[src/rtl/adc_burst_sched.sv]
// ADC burst scheduler: discards a guard gap, then forwards a framed burst, PKT_NUM times per run.
// Optional build macro ADC_BURST_SCHED_OFFSET_BIN_EN converts offset-binary samples to two's complement.
module adc_burst_sched #(
  parameter int unsigned ADC_WIDTH = 14,
  parameter int unsigned BURST_LEN = 500,
  parameter int unsigned GAP_LEN   = 16,
  parameter int unsigned PKT_NUM   = 10
) (
  input  logic                         clk,
  input  logic                         rst,
  input  logic                         start_i,
  input  logic                         abort_i,
  input  logic [ADC_WIDTH-1:0]         adc_data_i,
  input  logic                         adc_valid_i,
  output logic [ADC_WIDTH-1:0]         m_data_o,
  output logic                         m_valid_o,
  output logic                         m_last_o,
  input  logic                         m_ready_i,
  output logic                         busy_o,
  output logic                         done_o,
  output logic [$clog2(PKT_NUM+1)-1:0] pkt_cnt_o,
  output logic                         overrun_o
);

  localparam int unsigned MaxLen = (BURST_LEN > GAP_LEN) ? BURST_LEN : GAP_LEN;
  localparam int unsigned CntW   = $clog2(MaxLen + 1);
  localparam int unsigned PcW    = $clog2(PKT_NUM + 1);

  localparam logic [CntW-1:0] BurstLast = CntW'(BURST_LEN - 1);
  localparam logic [CntW-1:0] GapLast   = CntW'((GAP_LEN > 0) ? GAP_LEN - 1 : 0);
  localparam logic [PcW-1:0]  PktLast   = PcW'(PKT_NUM - 1);

  localparam logic [1:0] StIdle  = 2'd0;
  localparam logic [1:0] StGap   = 2'd1;
  localparam logic [1:0] StBurst = 2'd2;
  localparam logic [1:0] StDone  = 2'd3;
  // With no guard gap, every packet starts directly in BURST.
  localparam logic [1:0] StFirst = (GAP_LEN > 0) ? StGap : StBurst;

  logic [1:0]           state_q, state_d;
  logic [CntW-1:0]      cnt_q, cnt_d;
  logic [PcW-1:0]       pkt_q, pkt_d;
  logic                 ovr_q, ovr_d;
  logic                 vld_q, vld_d;
  logic                 last_q, last_d;
  logic [ADC_WIDTH-1:0] data_q, data_d;
  logic [ADC_WIDTH-1:0] sample;

`ifdef ADC_BURST_SCHED_OFFSET_BIN_EN
  localparam logic [ADC_WIDTH-1:0] MsbMask = ADC_WIDTH'(1) << (ADC_WIDTH - 1);
  assign sample = adc_data_i ^ MsbMask;
`else
  assign sample = adc_data_i;
`endif

  always_comb begin
    state_d = state_q;
    cnt_d   = cnt_q;
    pkt_d   = pkt_q;
    ovr_d   = ovr_q;
    vld_d   = vld_q;
    last_d  = last_q;
    data_d  = data_q;

    if (vld_q && m_ready_i) begin
      vld_d  = 1'b0;
      last_d = 1'b0;
    end

    case (state_q)
      StIdle: begin
        if (start_i) begin
          cnt_d   = '0;
          pkt_d   = '0;
          ovr_d   = 1'b0;
          state_d = StFirst;
        end
      end
      StGap: begin
        if (adc_valid_i) begin
          if (cnt_q == GapLast) begin
            cnt_d   = '0;
            state_d = StBurst;
          end else begin
            cnt_d = cnt_q + 1'b1;
          end
        end
      end
      StBurst: begin
        if (adc_valid_i) begin
          // A dropped sample still counts toward the burst length.
          if (!vld_q || m_ready_i) begin
            vld_d  = 1'b1;
            data_d = sample;
            last_d = (cnt_q == BurstLast);
          end else begin
            ovr_d = 1'b1;
          end
          if (cnt_q == BurstLast) begin
            cnt_d   = '0;
            pkt_d   = pkt_q + 1'b1;
            state_d = (pkt_q == PktLast) ? StDone : StFirst;
          end else begin
            cnt_d = cnt_q + 1'b1;
          end
        end
      end
      StDone: begin
        if (!vld_q) state_d = StIdle;
      end
      default: state_d = StIdle;
    endcase

    // Abort overrides everything, including a simultaneous start.
    if (abort_i) begin
      state_d = StIdle;
      cnt_d   = cnt_q;
      pkt_d   = pkt_q;
      ovr_d   = ovr_q;
      vld_d   = 1'b0;
      last_d  = 1'b0;
      data_d  = data_q;
    end
  end

  always_ff @(posedge clk) begin
    if (rst) begin
      state_q <= StIdle;
      cnt_q   <= '0;
      pkt_q   <= '0;
      ovr_q   <= 1'b0;
      vld_q   <= 1'b0;
      last_q  <= 1'b0;
      data_q  <= '0;
    end else begin
      state_q <= state_d;
      cnt_q   <= cnt_d;
      pkt_q   <= pkt_d;
      ovr_q   <= ovr_d;
      vld_q   <= vld_d;
      last_q  <= last_d;
      data_q  <= data_d;
    end
  end

  assign m_data_o  = data_q;
  assign m_valid_o = vld_q;
  assign m_last_o  = last_q;
  assign busy_o    = (state_q == StGap) || (state_q == StBurst);
  assign done_o    = (state_q == StDone) && !vld_q && !abort_i;
  assign pkt_cnt_o = pkt_q;
  assign overrun_o = ovr_q;

endmodule

[config.mk]
export PLATFORM = sky130hd
export DESIGN_NAME = adc_burst_sched
export DESIGN_NICKNAME = d
export VERILOG_FILES = /design/src/rtl/adc_burst_sched.sv
export SDC_FILE = /design/constraint.sdc
export NUM_CORES = 1
export LEC_CHECK = 0
export ABC_AREA = 0
export CAP_MARGIN = 20
export CORE_UTILIZATION = 45
export CTS_BUF_LIST = sky130_fd_sc_hd__clkbuf_8
export CTS_CLUSTER_DIAMETER = 40
export DETAILED_ROUTE_END_ITERATION = 10
export PLACE_DENSITY = 0.86
export SETUP_SLACK_MARGIN = 0.2
export SLEW_MARGIN = 25
export SYNTH_ARGS = -nofsm -noshare
export SYNTH_HDL_FRONTEND = slang
export SYNTH_SLANG_ARGS = --single-unit
[constraint.sdc]
create_clock -name clk -period 1.9 [get_ports clk]
set_clock_uncertainty 0.1 [all_clocks]
set_input_delay 0.38 -clock clk [delete_from_list [all_inputs] [get_ports clk]]
set_output_delay 0.38 -clock clk [all_outputs]
set_load 0.005 [all_outputs]
### Word level (Yosys, flattened, before mapping)

Cells that the tools add are included.

* register bits: 32
* latch bits: 0
* bits in writable memories: 0
* ROM bits: 0
* input bits: 20
* output and inout bits: 23
* logic and storage cells: 69
* memories kept: 0

* $add $sub $neg: 2
* multiply operators: 0
* div/mod/pow operators: 0
* order comparisons: 0
* equal/unequal tests: 13
* shifts and indexed selects: 0
* muxes and demuxes: 30
* bitwise operators: 1
* reductions and logical operators: 16

Operators with widths (number)
* 2-to-1 mux 9 bit: 5
* one-hot mux 9 bit (3 select lines): 1
* AND reduction 5 bit: 3
* 2-to-1 mux 2 bit: 7
* inequality test 2 bit, second input constant: 7
* 2-to-1 mux 4 bit: 3
* 2-to-1 mux 1 bit: 11
* adder 9 x 1 -> 9 bit, second input constant: 1
* equality test 9 x 4 -> 1 bit, second input constant: 1
* equality test 9 bit, second input constant: 1
* one-hot mux 2 bit (4 select lines): 1
* one-hot mux 4 bit (2 select lines): 1
* AND reduction 6 bit: 1
* adder 4 x 1 -> 4 bit, second input constant: 1
* equality test 2 bit, second input constant: 2
* equality test 4 bit, second input constant: 1
* AND reduction 4 bit: 1
* logical AND 1 bit: 3
* nonzero test 3 bit: 1
* equality test 2 x 1 -> 1 bit, second input constant: 1
* zero test 1 bit: 2
* zero test 2 bit: 1
* logical OR 1 bit: 2
* one-hot mux 1 bit (2 select lines): 1
* other kinds (3): 3

### Depth between registers and ports, before layout

Gate-level depths: netlist (run 1).

* word-level depth: 5
* gate-level depth with buffers: 9
* depth with buffers taken out: 7

### Worst setup path after synthesis (run 1)

Ideal clock, no wire load.

* path kind: flip-flop to flip-flop
* start point: register state_q[0]
* end point: register pkt_q[0] (netlist: pkt_cnt_o[0])
* library setup time: 0.128 ns
* data arrival time: 1.625 ns
* data required time: 1.672 ns
* slack: 0.048 ns
* cell stages (with the launch flop): 9
* path buffers: 1
* clock period less this slack: 1.852 ns
* cells stage by stage: dfxtp_1 > inv_1 > ha_1 > buf_4 > nand2b_1 > a221oi_2 > nand2_1 > mux2i_1 > nor2_1

* cells in the longest elaborated chain, start to end: 3
* elaborated cells between the ends (all ways): 8
* classes of those cells: eq/ne: 4; mux: 1; reduce/logical: 3

Ends and longest elaborated chain
* start: declaration: line 40 `logic [1:0] state_q, state_d;`
* start signal: assignment: line 128 `state_q <= StIdle;`
* start signal: assignment: line 136 `state_q <= state_d;`
* equality test 2 bit / zero test 2 bit (equally long branches): line 70 `case (state_q)`
* inequality test 2 bit (no line) / nonzero test 2 bit (equally long branches)
* AND reduction 5 bit (no line)
* end signal: assignment: line 138 `pkt_q <= pkt_d;`
* end: declaration: line 42 `logic [PcW-1:0] pkt_q, pkt_d;`

Several ways; a longest one is shown, not always the timed one.
A chain may end at the register's enable or synchronous reset.

### Final worst setup path (run 1)

* start point: register cnt_q[7]
* end point: register state_q[0]

* cells in the longest elaborated chain, start to end: 3
* elaborated cells between the ends (all ways): 5
* classes of those cells: eq/ne: 4; reduce/logical: 1

Ends and longest elaborated chain
* start: declaration: line 41 `logic [CntW-1:0] cnt_q, cnt_d;`
* start signal: assignment: line 137 `cnt_q <= cnt_d;`
* equality test 9 bit / equality test 9 x 4 -> 1 bit (equally long branches): line 99, 81
* inequality test 2 bit (no line)
* AND reduction 6 bit (no line) *

Mark *: on every way between the ends. The rest lies on a longest branch, timed or not.

==> metrics, run 1 <==
pin count of the biggest net entering global routing 15; kind of end point of the critical path flop; maxcap violations 0; share of post-route cells with drive strength above 1 0.305; static leakage power ~1.0 nW; TritonCTS clock tree yes; iteration-0 DRC count of the detailed router 107; cell chosen for the clock root clkbuf_8; worst-path maximum fanout 3; nature of the critical path startpoint flop; clock buffers created by TritonCTS 5; total number of nets in the final design approximately 300; overall overflow remaining after global route 0; setup repair after global routing missed its margin yes; GPL Wtd Cong between 0.8 and 0.9; total iterations of the first detailed-routing run 5; DIE HEIGHT approximately 62 um; worst reg-to-reg path cell count 5; asr flop ratio synth 0; CP Cell Sequence or3_4, o41ai_4, nand3_1, o31ai_1, a21oi_1; Skew-Pair Late Insertion Delay 0.29 ns; Flop pwr share 0.441; syn_nets 228; number of synthesized flops with an enable pin 0; sequential fraction of the synthesis area 0.389; Buf/Inv on CP 0; Post-Syn Area per Cell roughly 8.3 um2; Max Clk Rate ~540 MHz; Total Power Consumption around 0.0015 W; Clock Sink Count 32; CTS clk-pin slew, worst paths 0.08 ns; initial antenna violation count 0; average vias per placed instance roughly 5.3; number of setup violations in the final report 0; summed negative setup slack over all endpoints 0 ns; Post-route DRC 0; Endpoint, Worst Hold m_data_o[13]$_SDFFE_PP0P_; post-synthesis register bit count 32; number of synthesis warnings 0; maximum ir drop on the vdd rail about 500 uV; peak per-stage delay on the critical path approximately 0.38 ns; PwrDens 575 nW/um2; Internal Dissipation 0.00116 W; Die Width between 60 and 70 um; Tightest Pin Transition about 0.36 ns; WL final ~4.8 mm; total via count in the routed design 1688; post-synth cell types 42; number of nets with antenna violations after detailed routing 0; path category of the worst min-delay check reg -> reg; number of rows in the core area 21; most instantiated flip-flop cell in the synthesis netlist dfxtp_1; reported net switching power 0.000367 W; launch point of the worst hold path m_data_o[13]$_SDFFE_PP0P_; Core Area around 3400 um2; worst relative slew slack 0.762; capturing point of the worst reg2reg path state_q[0]$_SDFFE_PP0P_; minimum clock period after layout between 1.5 and 2 ns; Total Routing Usage GR 0.233; max-slew violations 0; global-route wire length before repair between 7 and 8 mm; Hold-fix buffers, CTS 0; Critical Path Slowest Stage Cell or3_4; via count of the first global-routing pass 1609; hold violation count in the final report 0; die footprint 3910 um2; Antenna Diode Count 0; switching portion of total power 0.239; per-cell routed wire length 14.9 um; DPL Wire Length 2.80 mm; flop-to-flop setup slack ~0.05 ns; Post-Synthesis Cell Area roughly 1600 um2; share of power burned in combinational logic 0.128; final clock period utilization by the worst path 0.974; origin of the critical flop-to-flop path cnt_q[7]$_SDFFE_PP0P_; hold depth 2; clock share of power 0.432; CP Data Arrival Time roughly 1.9 ns; quantity of I/O buffers inserted on ports 42; Worst EP required 1.96 ns; maximum clock insertion buffer count 2; total I/O pin count 43; Gate Count Post-Synth about 200; status completed; H-tree depth 2; kind of cell with the highest combined delay on the critical path compound AO/OA/AOI/OAI gates; Area Overhead vs Synth 61.9%; initial core utilization 0.482; class of the most critical setup path reg -> reg
-- worst max path at each step --
stage / from / to / slack (ns) / cells past startpoint
CTS: state_q[1]$_SDFFE_PP0P_ / done_o / 0.12 / 4
global route: state_q[1]$_SDFFE_PP0P_ / cnt_q[3]$_SDFFE_PP0P_ / 0.02 / 7
floorplan: state_q[0]$_SDFFE_PP0P_ / pkt_cnt_o[0]$_SDFFE_PP0P_ / 0.17 / 8
finish: cnt_q[7]$_SDFFE_PP0P_ / state_q[0]$_SDFFE_PP0P_ / 0.05 / 5
global placement: abort_i / done_o / -0.07 / 3
detailed placement: adc_valid_i / state_q[1]$_SDFFE_PP0P_ / -0.12 / 7
-- power groups by stage --
stage	Sequential [W]	Combinational [W]	Clock, W
finish	0.000675	0.000195	0.000661
global route	0.000675	0.000208	0.000698
CTS	0.000676	0.000176	0.000665
detailed placement	0.000694	0.000154	0
global placement	0.000693	0.000152	0
floorplan	0.000693	0.0000761	0
-- tightest hold or removal path, cell delays in order, from the launching register on --
cell and delay [ns]:
dfxtp_1 0.31, nand2_1 0.05, a21oi_1 0.05
-- sequential cells by signal, summed over array words and instances, names as in the netlist --
name	cells
overrun_o	1
m_data_o	14
cnt_q	9
pkt_cnt_o	4
m_valid_o	1
m_last_o	1
state_q	2
-- layer usage --
| layer | vias up | share of wire | track usage | wire length, um |
|---|---|---|---|---|
| met5 | - | 0 | 0 | 0 |
| met4 | 0 | 0.025 | 0.110 | 122 |
| met3 | 16 | 0.041 | 0.0493 | 198 |
| met2 | 54 | 0.51 | 0.405 | 2440 |
| met1 | 784 | 0.42 | 0.271 | 2030 |
| li1 | 834 | - | - | - |
-- timing repair --
action / 4_1_cts / 5_1_grt
setup buffers: 11 / 7
gates resized for setup: 23 / 19
pin swaps: 14 / 3
cloned: 0 / 1
endpoints found under the setup margin: 20 / 35
-- cells in the mapped netlist (2+ instances only) --
master    instances  area share
a21o_1            3       0.014
a21oi_1          21       0.064
a22o_1            5       0.027
and3_1            3       0.011
buf_6             2       0.014
clkbuf_1          4      0.0091
dfxtp_1          32        0.39
ha_1              9       0.068
inv_1             8       0.018
mux2i_1           3       0.018
nand2_1          41       0.093
nand3_1           7       0.021
nand4_1           2      0.0076
nor2_1           17       0.039
nor2b_1           4       0.015
nor3_1            6       0.018
o211ai_1          2      0.0091
o21ai_0           2      0.0061
o21ai_1           3      0.0091
o22ai_1           2      0.0076
xor2_1            2       0.011
-- stage by stage --
| step | hold slack (ns) | worst slack, ns | cell area (um2) | std cells | utilization |
|---|---|---|---|---|---|
| 2_1_floorplan | 0.353 | 0.173 | 1760 | 199 | - |
| 3_3_place_gp | 0.341 | -0.0704 | 2280 | 294 | 0.668 |
| 3_5_place_dp | 0.348 | -0.123 | 2280 | 294 | 0.668 |
| 4_1_cts | 0.356 | 0.121 | 2550 | 313 | 0.746 |
| 5_1_grt | 0.367 | 0.0205 | 2670 | 321 | 0.780 |
| 6_report | 0.354 | 0.0487 | 2670 | 321 | 0.780 |
-- cell families (layout without fill, tap and decap cells) --
group                    Yosys count  in the layout  share of synthesized area
adder cells (fa/ha/maj)            9              9                     0.0684
AO/OA/AOI/OAI                     46             46                      0.198
flip-flops                        32             32                      0.389
buffers and inverters             16             92                     0.0486
AND/OR/NAND/NOR                   91             91                      0.267
XOR/XNOR                           2              2                     0.0106
multiplexers                       3              3                     0.0182
-- cell usage in the layout (no fill, tap or decap), drive strengths merged, types with 2 or more instances in the layout --
master	netlist	routed
a21oi	21	21
o22ai	2	2
xor2	2	2
o211ai	3	3
or3	2	2
nand3	8	8
o21ai	5	5
and3	3	3
nor3	6	6
ha	9	9
mux2i	3	3
clkdlybuf4s50	0	39
a21o	3	3
buf	4	34
nor2	18	18
inv	8	9
nand4	2	2
clkbuf	4	6
dfxtp	32	32
or2b	2	2
nor2b	4	4
nand2	41	41
a22o	5	5
-- area by class of cell --
type	count	area, um2
sequential	32	662
fill	200	751
tap	46	57.6
inverter	8	40.0
clock buffer	5	68.8
multi-input combinational	151	1100
clock inverter	3	41.3
timing repair buffer	76	692
No activity file was read; power rests on OpenSTA's default activity.
==> run 2: changes to the inputs <==
Settings changed: MAX_ROUTING_LAYER set to met4.
==> run 2 against run 1 <==
- clock power shrank 0.6%
- register-to-register slack gained 0.05 ns
- power shrank 0.18%
- first-iteration DRC count grew 1.9%
- sequential power is essentially flat
- sequential share of layout area is the same
- global-route usage grew 0.67 points
- hold slack lost 0.00071 ns
- non-clock buffer count is the same
- die area is the same
- critical path depth is the same
- utilization is the same
- critical path type unchanged
- critical endpoint unchanged
- largest power group unchanged
- highest routed layer unchanged
==> metrics, run 2 (synthesis gave the netlist of run 1 again) <==
DIE HEIGHT 62.5 um (unchanged); status completed (unchanged); maxcap violations 0 (unchanged); maximum clock insertion buffer count 2 (unchanged); iteration-0 DRC count of the detailed router 109 (was 107); per-cell routed wire length 15.0 um (was 14.9 um); WL final 4.81 mm (was 4.80 mm); via count of the first global-routing pass 1610 (was 1609); worst relative slew slack 0.761 (was 0.762); minimum clock period after layout 1.80 ns (was 1.85 ns); GPL Wtd Cong 0.914 (was 0.899); Die Width 62.5 um (unchanged); CTS clk-pin slew, worst paths 0.07 ns (was 0.08 ns); Critical Path Slowest Stage Cell or3_4 (unchanged); total via count in the routed design 1701 (was 1688); CP Data Arrival Time 1.91 ns (about the same); most used cells in the layout excluding fill and tap cells nand2_1 (39), clkdlybuf4s50_1 (39), buf_4 (29), a21oi_1 (21), dfxtp_1 (21) (unchanged); cell chosen for the clock root clkbuf_8 (unchanged); average vias per placed instance 5.30 (was 5.26); placed cell area 2280 um2 (unchanged); Tightest Pin Transition 0.359 ns (was 0.358 ns); Skew-Pair Late Insertion Delay 0.29 ns (about the same); pin count of the biggest net entering global routing 15 (unchanged); Total Routing Usage GR 0.240 (was 0.233); path category of the worst min-delay check reg -> reg (unchanged); kind of cell with the highest combined delay on the critical path compound AO/OA/AOI/OAI gates (unchanged); setup repair after global routing missed its margin yes (unchanged); total number of nets in the final design 303 (unchanged); Post-Place Setup Slack -0.123 ns (unchanged); Post-route DRC 0 (unchanged); overall overflow remaining after global route 0 (unchanged); Hold-fix buffers, CTS 0 (unchanged); TritonCTS clock tree yes (unchanged); Antenna Diode Count 0 (unchanged); final clock period utilization by the worst path 0.950 (was 0.974); share of post-route cells with drive strength above 1 0.305 (unchanged); number of nets with antenna violations after detailed routing 0 (unchanged); global-route wire length before repair 7.24 mm (was 7.23 mm); PwrDens 573 nW/um2 (was 575 nW/um2); CP Cell Sequence or3_4, o41ai_4, nand3_1, a21o_1, a21oi_1 (was or3_4, o41ai_4, nand3_1, o31ai_1, a21oi_1); final-layout worst hold slack 0.354 ns (about the same); kind of end point of the critical path flop (unchanged); summed negative setup slack over all endpoints 0 ns (unchanged); Max Clk Rate 554 MHz (was 540 MHz); Area Overhead vs Synth 61.9% (unchanged); number of flip-flops in the largest register 14 (unchanged); hold violation count in the final report 0 (unchanged); static leakage power 1.02 nW (unchanged); Worst EP required 2.00 ns (was 1.96 ns); peak per-stage delay on the critical path 0.38 ns (about the same); worst-path maximum fanout 3 (unchanged); Buf/Inv on CP 0 (unchanged); die footprint 3910 um2 (unchanged); nature of the critical path startpoint flop (unchanged); maximum ir drop on the vdd rail 494 uV (was 495 uV); H-tree depth 2 (unchanged); worst path setup slack after routing 0.0954 ns (was 0.0487 ns); number of setup violations in the final report 0 (unchanged); initial core utilization 0.482 (unchanged); initial antenna violation count 0 (unchanged); DPL Wire Length 2.80 mm (unchanged); number of rows in the core area 21 (unchanged); Design Area, Final 2670 um2 (unchanged); total iterations of the first detailed-routing run 7 (was 5); class of the most critical setup path reg -> reg (unchanged); total I/O pin count 43 (unchanged); max-slew violations 0 (unchanged); quantity of I/O buffers inserted on ports 42 (unchanged); Core Area 3420 um2 (unchanged); clock buffers created by TritonCTS 5 (unchanged); Clock Sink Count 32 (unchanged)
run 2: cell counts in the layout (fill, tap and decap cells not counted):
No cell type changed its count.
run 2: layout make-up:
cell class | instances | area (um2)
Sequential cell | 32 | 662
Fill cell | 200 | 751
Clock inverter | 3 | 41.3
Tap cell | 46 | 57.6
Timing Repair Buffer | 76 | 692
Inverter | 8 | 40.0
Multi-Input combinational cell | 151 | 1100
Clock buffer | 5 | 68.8
run 2: path summary, 6_finish.rpt:
check | startpoint | to | slack (ns) | cells after the start
max | cnt_q[7]$_SDFFE_PP0P_ | state_q[0]$_SDFFE_PP0P_ | 0.1 | 5
min | m_data_o[13]$_SDFFE_PP0P_ | m_data_o[13]$_SDFFE_PP0P_ | 0.35 | 2
max reg2reg | cnt_q[7]$_SDFFE_PP0P_ | state_q[0]$_SDFFE_PP0P_ | 0.1 | 5
min reg2reg | m_data_o[13]$_SDFFE_PP0P_ | m_data_o[13]$_SDFFE_PP0P_ | 0.35 | 2
run 2: stage by stage:
step | std cells | utilization | total power, W
4_1_cts | 313 | 0.746 | 0.00152
6_report | 321 | 0.780 | 0.00153
5_1_grt | 321 | 0.780 | 0.00158
3_3_place_gp | 294 | 0.668 | 0.000845
3_5_place_dp | 294 | 0.668 | 0.000848
2_1_floorplan | 199 | - | 0.000769
run 2: power breakdown:
| part | internal [W] | total [W] | switching [W] |
|---|---|---|---|
| combinational | 0.000105 | 0.000196 | 0.0000910 |
| clock | 0.000389 | 0.000657 | 0.000268 |
| sequential | 0.000671 | 0.000675 | 0.00000453 |
| total | 0.00116 | 0.00153 | 0.000364 |
run 2: what timing repair did:
item / 4_1_cts / 5_1_grt
gates resized for setup: 23 / 19
gates cloned: 0 / 1
pin swaps: 14 / 3
buffers inserted: 11 / 7
endpoints found under the setup margin: 20 / 35
run 2: metal layers:
metal / track usage / wire length, um
met1: 0.271 / 2020
met2: 0.405 / 2460
met3: 0.0493 / 205
met4: 0.110 / 122
met5: - / 0
run 2: worst reg2reg max path: stages, from the launching register on:
cell     delay (ns)
dfxtp_2        0.32
or3_4          0.38
o41ai_4        0.31
nand3_1        0.20
a21o_1         0.22
a21oi_1        0.19
